==> config.mk <==
export PLATFORM = sky130hd
export DESIGN_NAME = hex_ascii_streamer_flat
export DESIGN_NICKNAME = d
export VERILOG_FILES = /design/src/rtl/hex_ascii_streamer_if.sv /design/src/rtl/hex_ascii_streamer.sv /design/src/flat_wrapper.sv
export SDC_FILE = /design/constraint.sdc
export NUM_CORES = 1
export LEC_CHECK = 0
export BUFFER_PORTS_ARGS = -buffer_cell sky130_fd_sc_hd__buf_2
export CAP_MARGIN = 5
export CORE_ASPECT_RATIO = 0.75
export CORE_UTILIZATION = 58
export CTS_CLUSTER_SIZE = 14
export DETAILED_ROUTE_END_ITERATION = 10
export PLACE_DENSITY = 0.85
export SLEW_MARGIN = 20
export SYNTH_ARGS = -nofsm -noshare
export SYNTH_HDL_FRONTEND = slang
export SYNTH_SLANG_ARGS = --single-unit
==> constraint.sdc <==
create_clock -name clk -period 9.3 [get_ports clk]
set_input_delay 1.395 -clock clk [delete_from_list [all_inputs] [get_ports clk]]
set_output_delay 1.395 -clock clk [all_outputs]
set_load 0.01 [all_outputs]
==> src/rtl/hex_ascii_streamer_if.sv <==
// hex_ascii_streamer_if: capture handshake, parallel ASCII string and character stream
// of hex_ascii_streamer; master is the upstream/LCD side, slave is the converter.
interface hex_ascii_streamer_if #(parameter int DATA_W = 32);
    logic [DATA_W-1:0]   in_data;
    logic                in_valid;
    logic                in_ready;
    logic [DATA_W*2-1:0] str_out;
    logic [7:0]          ch_data;
    logic                ch_valid;
    logic                ch_ready;
    logic                ch_last;
    logic                busy;
    modport master (output in_data, in_valid, ch_ready,
                    input in_ready, str_out, ch_data, ch_valid, ch_last, busy);
    modport slave (input in_data, in_valid, ch_ready,
                   output in_ready, str_out, ch_data, ch_valid, ch_last, busy);
endinterface

==> src/rtl/hex_ascii_streamer.sv <==
// hex_ascii_streamer: captures a DATA_W value, holds its ASCII hex string and streams the
// digits MSB first; HEX_PREFIX_EN adds a leading "0x" to the stream only.
module hex_ascii_streamer #(
    parameter int DATA_W      = 32,
    parameter int UPPER_CASE  = 1,
    parameter int SUPPRESS_LZ = 0
) (
    input logic                 clk,
    input logic                 rst,
    hex_ascii_streamer_if.slave bus
);
    localparam int N  = DATA_W / 4;
    localparam int IW = N > 1 ? $clog2(N) : 1;

`ifdef HEX_PREFIX_EN
    typedef enum logic [1:0] {IDLE, PRE0, PREX, SEND} state_t;
`else
    typedef enum logic [0:0] {IDLE, SEND} state_t;
`endif

    state_t              state, state_n;
    logic [DATA_W-1:0]   data, data_n;
    logic [IW-1:0]       idx, idx_n, start;
    logic [DATA_W*2-1:0] str, str_n;
    logic [7:0]          chd, chd_n;
    logic                chv, chv_n, chl, chl_n;
    logic [IW-1:0]       idx_dn;

    function automatic logic [7:0] hex_char(input logic [3:0] n);
        return n < 4'd10 ? 8'h30 + 8'(n) : (UPPER_CASE != 0 ? 8'h37 : 8'h57) + 8'(n);
    endfunction

    function automatic logic [3:0] nib(input logic [DATA_W-1:0] v, input int i);
        logic [DATA_W-1:0] t;
        t = v >> (4 * i);
        return t[3:0];
    endfunction

    // Most significant nonzero digit; an all-zero value still yields digit 0.
    function automatic logic [IW-1:0] msd(input logic [DATA_W-1:0] v);
        logic [IW-1:0] r;
        r = '0;
        for (int i = 0; i < N; i++)
            if (nib(v, i) != 4'd0) r = IW'(i);
        return r;
    endfunction

    assign idx_dn = idx - IW'(1);

    always_ff @(posedge clk or posedge rst) begin
        if (rst) begin
            state <= IDLE;
            data  <= '0;
            idx   <= '0;
            str   <= {N{8'h30}};
            chd   <= 8'h00;
            chv   <= 1'b0;
            chl   <= 1'b0;
        end else begin
            state <= state_n;
            data  <= data_n;
            idx   <= idx_n;
            str   <= str_n;
            chd   <= chd_n;
            chv   <= chv_n;
            chl   <= chl_n;
        end
    end

    always_comb begin
        state_n = state;
        data_n  = data;
        idx_n   = idx;
        str_n   = str;
        chd_n   = chd;
        chv_n   = chv;
        chl_n   = chl;
        start   = SUPPRESS_LZ != 0 ? msd(bus.in_data) : IW'(N - 1);
        case (state)
            IDLE: if (bus.in_valid) begin
                data_n = bus.in_data;
                idx_n  = start;
                for (int i = 0; i < N; i++) str_n[8*i +: 8] = hex_char(nib(bus.in_data, i));
                chv_n = 1'b1;
`ifdef HEX_PREFIX_EN
                chd_n   = 8'h30;
                chl_n   = 1'b0;
                state_n = PRE0;
`else
                chd_n   = hex_char(nib(bus.in_data, int'(start)));
                chl_n   = start == '0;
                state_n = SEND;
`endif
            end
`ifdef HEX_PREFIX_EN
            PRE0: if (bus.ch_ready) begin
                chd_n   = 8'h78;
                state_n = PREX;
            end
            PREX: if (bus.ch_ready) begin
                chd_n   = hex_char(nib(data, int'(idx)));
                chl_n   = idx == '0;
                state_n = SEND;
            end
`endif
            SEND: if (bus.ch_ready) begin
                if (chl) begin
                    chv_n   = 1'b0;
                    chl_n   = 1'b0;
                    state_n = IDLE;
                end else begin
                    idx_n = idx_dn;
                    chd_n = hex_char(nib(data, int'(idx_dn)));
                    chl_n = idx_dn == '0;
                end
            end
        endcase
    end

    assign bus.in_ready = state == IDLE;
    assign bus.busy     = state != IDLE;
    assign bus.str_out  = str;
    assign bus.ch_data  = chd;
    assign bus.ch_valid = chv;
    assign bus.ch_last  = chl;
endmodule

==> src/flat_wrapper.sv <==
// flat-port wrapper written by rule: the top's interface ports become plain ports
module hex_ascii_streamer_flat 
#(
    parameter int DATA_W      = 32,
    parameter int UPPER_CASE  = 1,
    parameter int SUPPRESS_LZ = 0
)
  (clk, rst, bus_in_data, bus_in_valid, bus_ch_ready, bus_in_ready, bus_str_out, bus_ch_data, bus_ch_valid, bus_ch_last, bus_busy);
  hex_ascii_streamer_if #(.DATA_W(DATA_W)) bus_i ();
  input logic clk;
  input logic rst;
  input wire logic [$bits(bus_i.in_data)-1:0] bus_in_data;
  input wire logic [$bits(bus_i.in_valid)-1:0] bus_in_valid;
  input wire logic [$bits(bus_i.ch_ready)-1:0] bus_ch_ready;
  output wire logic [$bits(bus_i.in_ready)-1:0] bus_in_ready;
  output wire logic [$bits(bus_i.str_out)-1:0] bus_str_out;
  output wire logic [$bits(bus_i.ch_data)-1:0] bus_ch_data;
  output wire logic [$bits(bus_i.ch_valid)-1:0] bus_ch_valid;
  output wire logic [$bits(bus_i.ch_last)-1:0] bus_ch_last;
  output wire logic [$bits(bus_i.busy)-1:0] bus_busy;
  assign bus_i.in_data = bus_in_data;
  assign bus_i.in_valid = bus_in_valid;
  assign bus_i.ch_ready = bus_ch_ready;
  assign bus_in_ready = bus_i.in_ready;
  assign bus_str_out = bus_i.str_out;
  assign bus_ch_data = bus_i.ch_data;
  assign bus_ch_valid = bus_i.ch_valid;
  assign bus_ch_last = bus_i.ch_last;
  assign bus_busy = bus_i.busy;
  hex_ascii_streamer #(.DATA_W(DATA_W), .UPPER_CASE(UPPER_CASE), .SUPPRESS_LZ(SUPPRESS_LZ)) u_core (.clk(clk), .rst(rst), .bus(bus_i));
endmodule
Word level (Yosys, flattened, before mapping):

Cells that the tools add are included.

* add/subtract/negate cells: 19
* $lt $le $gt $ge: 9
* eq/ne operators: 4
* shift operators: 1
* mux-type cells: 29
* bitwise gates (word level): 1
* reduce and logical (&&, ||, !) cells: 5

Operators by type and width (count)
* adder 6 x 4 -> 7 bit, first input constant: 18
* 2-to-1 mux 8 bit: 12
* less-than comparator 4 bit, second input constant: 9
* >> shifter 32 x 5 -> 4 bit: 1
* case mux 8 bit (2 select lines): 1
* 2-to-1 mux 1 bit: 9
* 2-to-1 mux 3 bit: 3
* != test 2 bit, second input constant: 4
* case mux 1 bit (2 select lines): 3
* case mux 3 bit (2 select lines): 1
* AND reduction 3 bit: 2
* AND reduction 2 bit: 2
* logical NOT 3 bit: 1
* subtractor 3 x 1 -> 3 bit, second input constant: 1
* NOT 1 bit: 1

* flip-flop bits (word level): 110
* bits of input ports: 36
* output and inout bits: 76
* word-level logic and storage cells: 75

Logic depth before layout (Yosys ltp):

* word-level depth: 7
* mapped depth: 10
* gate-level depth less buffers: 9

Least setup slack after synthesis:

Ideal clock, no wire load.

* path kind: register to register
* start point: register u_core.idx[0]
* end point: register u_core.chd[1], in the netlist u_core.bus.ch_data[1]
* library setup time: 0.126 ns
* data arrival time: 2.382 ns
* required time: 9.174 ns
* slack: 6.792 ns
* cell stages (with the launch flop): 9
* path buffers: 0
* period minus slack after synthesis: 2.508 ns
* path through: dfrtp_1 > inv_2 > ha_1 > xor2_2 > mux4_2 > mux2i_2 > ha_1 > a21oi_1 > a221o_1

* cells in the longest elaborated chain, start to end: 7
* elaborated cells between the ends (all ways): 9
* classes of those cells: add/sub (3); order compare (1); shift (1); mux (4)

RTL lines
* from (decl): RTL line hex_ascii_streamer.sv:23 `logic [IW-1:0] idx, idx_n, start;`
* from (signal assigned): RTL line hex_ascii_streamer.sv:62 `idx <= idx_n;`
* subtractor 3 x 1 -> 3 bit (*): RTL line hex_ascii_streamer.sv:48 `assign idx_dn = idx - IW'(1);`
* >> shifter 32 x 5 -> 4 bit (*): RTL line hex_ascii_streamer.sv:35 `t = v >> (4 * i);`
* adder 6 x 4 -> 7 bit or less-than comparator 4 bit (tied branches): RTL line hex_ascii_streamer.sv:30 `return n < 4'd10 ? 8'h30 + 8'(n) : (UPPER_CASE != 0 ? 8'h37 : 8'h57) + 8'(n);`
* 2-to-1 mux 8 bit (*): RTL line hex_ascii_streamer.sv:30
* 2-to-1 mux 8 bit (*): RTL line hex_ascii_streamer.sv:107 `if (chl) begin`
* 2-to-1 mux 8 bit (*): RTL line hex_ascii_streamer.sv:106 `SEND: if (bus.ch_ready) begin`
* case mux 8 bit (2 select lines) (*): RTL line hex_ascii_streamer.sv:79 `case (state)`
* to (signal assigned): RTL line hex_ascii_streamer.sv:64 `chd <= chd_n;`
* to (decl): RTL line hex_ascii_streamer.sv:25 `logic [7:0] chd, chd_n;`

Mark *: on every way between the ends. The rest lies on a longest branch, timed or not. The select of a mux whose other input is x is not followed.
A chain may end at the register's enable or synchronous reset.

Worst setup path after layout:

* start point: register u_core.idx[0]
* end point: register u_core.chd[4], in the netlist u_core.bus.ch_data[4]

Same word-level chain as after synthesis.

==> run metrics <==
status completed; Int Power 1.207 mW; total wire length 10420 microns; post-DP HPWL 7156 microns; DR pass1 iterations 4; FFs w/ async S/R, synth 100.0%; top cells by area, synth dfrtp_1 44%, nand2_1 9.9%, dfstp_2 8.6%, o21ai_0 3.5%, ha_1 2.8%; Endpoint, Worst Hold u_core.bus.str_out[61]$_DFFE_PP1P_; Worst path most repeated cell ha_1; Hold Crit Start u_core.bus.str_out[61]$_DFFE_PP1P_; Resized cells post-CTS 0; number of DRC markers in iteration 0 242; DR vias/cell 5.625; IO Port Bufs 102; Final setup viols 0; area delta synth->final 15.44%; CP startpoint kind flop; n_diodes 0; CTS tree yes; crit end category flop; Worst-path clk slew 0.09 ns; Flop pwr share 40.7%; mean post-synth cell area 9.607 sq um; Comb pwr share 43.7%; slowest library cell on the worst path dfrtp_1; CTS Hold Buffers Added 0; Routed Antenna Nets 0; Hold WS 0.4591 ns; Core Box Area 8023 sq um; Critical Path Max Stage Delay 0.65 ns; Yosys top cell area share 43.67%; post-CTS setup buffers 0; Reg2Reg Setup Slack 6.20 ns; WL/cell 14.69 microns; Yosys warnings 0; Critical Path RT 9.58 ns; crit-path cells inv_2 -> ha_1 -> xor2_2 -> mux4_2 -> mux2i_2 -> ha_1 -> o21ai_1 -> nand3_1 -> nor3b_2; initial core utilization 60.71%; Clock Sinks 101; Worst Setup Path Type reg2reg; vias in the first global route 3641; Top Ports 112; Util after Layout 70.09%; share of cells above drive strength 1 25.00%; pwr dens 351.4 nW/um^2; crit path DAT 3.38 ns; Total Power 1.976 mW; Final Cycle Share 33.31%; sequential area share after synthesis 52.30%; Pins Over Slew Limit 0; crit path time final 3.098 ns; Switching Share 38.89%; cell count of the worst reg-to-reg path 9; dominant cell type by area after synthesis dfrtp_1; count of cell types in the netlist 47; number of flops mapped to enable cells by yosys 0; # nets final 646; #FFs+latches synth 101; Core Rows 28; Clock Skews 0.01025 ns; DRC viols 0; RD Place Congestion 0.8253; post-synthesis cell area 4871 sq um; die height 81.37 microns; Static Leak 2.850 nW; Mapped Cells 507; unrepaired setup endpoints after global routing false; worst-margin pin slew 0.9864 ns; FMAX 322.8 MHz; worst r2r src u_core.idx[0]$_DFFE_PP0P_; RR Endpoint u_core.bus.ch_data[4]$_DFFE_PP0P_; critical-path maximum fanout 13; VDD IR max 182.4 uV; Clock Power Share 15.5%; Die Span X 107.8 microns; relative slew slack 34.24%; clock buffer depth 2; largest net degree at the start of global routing 105; CTS buffer count 9; hold depth 2; DIE AREA 8773 sq um; global route overflow 0; final hold viol count 0; gr usage total 25.61%; Top FF cell, synth dfrtp_1; initial antenna violation count 0; CTS root buf clkbuf_8; Psw 0.7684 mW; Vias 3988; worst hold path class reg2reg; TNS Setup 0 ns; Clock Latency Late Sink 0.37 ns; max_cap viols 0; H-tree levels 3; first-pass GRT wire length 17280 microns
[cells in the mapped netlist, types with 5 or more instances]
| cell | count |
|---|---|
| or3_1 | 6 |
| buf_1 | 5 |
| nand3_1 | 12 |
| a31oi_1 | 8 |
| o21ai_0 | 34 |
| o21bai_1 | 7 |
| nor3_1 | 13 |
| dfrtp_1 | 85 |
| buf_4 | 9 |
| a211oi_1 | 9 |
| nor2_1 | 27 |
| dfstp_2 | 16 |
| ha_1 | 11 |
| clkbuf_1 | 14 |
| a21o_1 | 11 |
| nand2_1 | 128 |
| mux4_2 | 5 |
| a22o_1 | 7 |
| a21oi_1 | 25 |
| nor2b_1 | 5 |
| xnor2_1 | 9 |
| o21a_1 | 8 |
| inv_1 | 19 |
[per-stage QoR]
stage	cells	instance area (sq um)	setup slack (ns)
floorplan	515	4901	5.284
global route	709	5623	5.937
finish	709	5623	6.202
CTS	709	5623	6.222
detailed placement	693	5400	6.210
global placement	693	5400	6.249
[cell type report]
type / count / area [sq um]
well taps: 105 / 131.4
repair buffers: 104 / 525.5
multi-input cells: 363 / 2118
fillers: 607 / 2400
clock inverters: 6 / 95.09
clock buffers: 10 / 127.6
flip-flops and latches: 101 / 2547
inverters: 20 / 77.57
[worst max-delay path by stage]
| stage | from | end | depth (start not counted) |
|---|---|---|---|
| after CTS | u_core.idx[0]$_DFFE_PP0P_ | u_core.bus.ch_data[4]$_DFFE_PP0P_ | 9 |
| after detailed placement | bus_in_valid | u_core.bus.ch_data[5]$_DFFE_PP0P_ | 6 |
| after floorplan | rst | u_core.bus.busy$_DFF_PP0_ | 1 |
| after global routing | u_core.idx[0]$_DFFE_PP0P_ | u_core.bus.ch_data[4]$_DFFE_PP0P_ | 9 |
| final | u_core.idx[0]$_DFFE_PP0P_ | u_core.bus.ch_data[4]$_DFFE_PP0P_ | 9 |
| after global placement | bus_in_valid | u_core.bus.ch_data[5]$_DFFE_PP0P_ | 6 |
[worst max-delay path: cells and delay by family (launching register included)]
kind / cells / cell delay (ns)
AND/OR/NAND/NOR: 2 / 0.30
XOR/XNOR: 1 / 0.42
AO/OA/AOI/OAI: 1 / 0.09
buffers and inverters: 1 / 0.18
multiplexers: 2 / 0.83
adder cells (fa/ha/maj): 2 / 0.55
flip-flops: 1 / 0.65
[metal layers]
metal | vias to the layer above | part of all wire, % | track usage, %
met4 | 0 | 1.1 | 6.849
met1 | 1930 | 45 | 35.74
li1 | 1908 | - | -
met5 | - | 0 | 0
met2 | 137 | 48 | 40.58
met3 | 13 | 6.0 | 6.019
[cell families after synthesis]
logic type	count (synthesis)	synth area share (%)
simple gates	199	17.36
compound gates	120	15.57
flops	101	52.30
buf+inv	51	5.137
xor+xnor	12	2.312
mux	12	4.418
fa+ha+maj	11	2.826
other cells	1	0.07699
[sequential cells by signal, indices dropped and copies added, names as in the netlist]
name	cells
u_core.bus.busy	1
u_core.bus.ch_data	7
u_core.bus.ch_last	1
u_core.bus.ch_valid	1
u_core.bus.str_out	56
u_core.data	32
u_core.idx	3
[power by group through the flow]
| stage | clock (mW) | combinational [mW] | sequential [mW] |
|---|---|---|---|
| finish | 0.307 | 0.864 | 0.805 |
| global route | 0.332 | 0.964 | 0.829 |
| CTS | 0.313 | 0.867 | 0.804 |
| detailed placement | 0 | 0.861 | 0.806 |
| global placement | 0 | 0.830 | 0.802 |
| floorplan | 0 | 0.580 | 0.833 |
[layout by cell type, fill, tap and decap left out, drive strengths merged, types with 3 or more instances in the layout]
cell    Yosys  layout
a211oi      9       9
a21o       12      12
a21oi      25      25
a22o        7       7
a31oi       8       8
buf        16     104
clkbuf     15      10
conb        1       9
dfrtp      85      85
dfstp      16      16
ha         11      11
inv        20      22
mux2i       6       6
mux4        6       6
nand2     128     128
nand3      12      12
nor2       27      27
nor2b       5       5
nor3       13      13
nor3b       4       4
o21a        8       8
o21ai      37      37
o21bai      7       7
or3         6       6
xnor2       9       9
xor2        3       3
(Power assumes the default switching activity.)
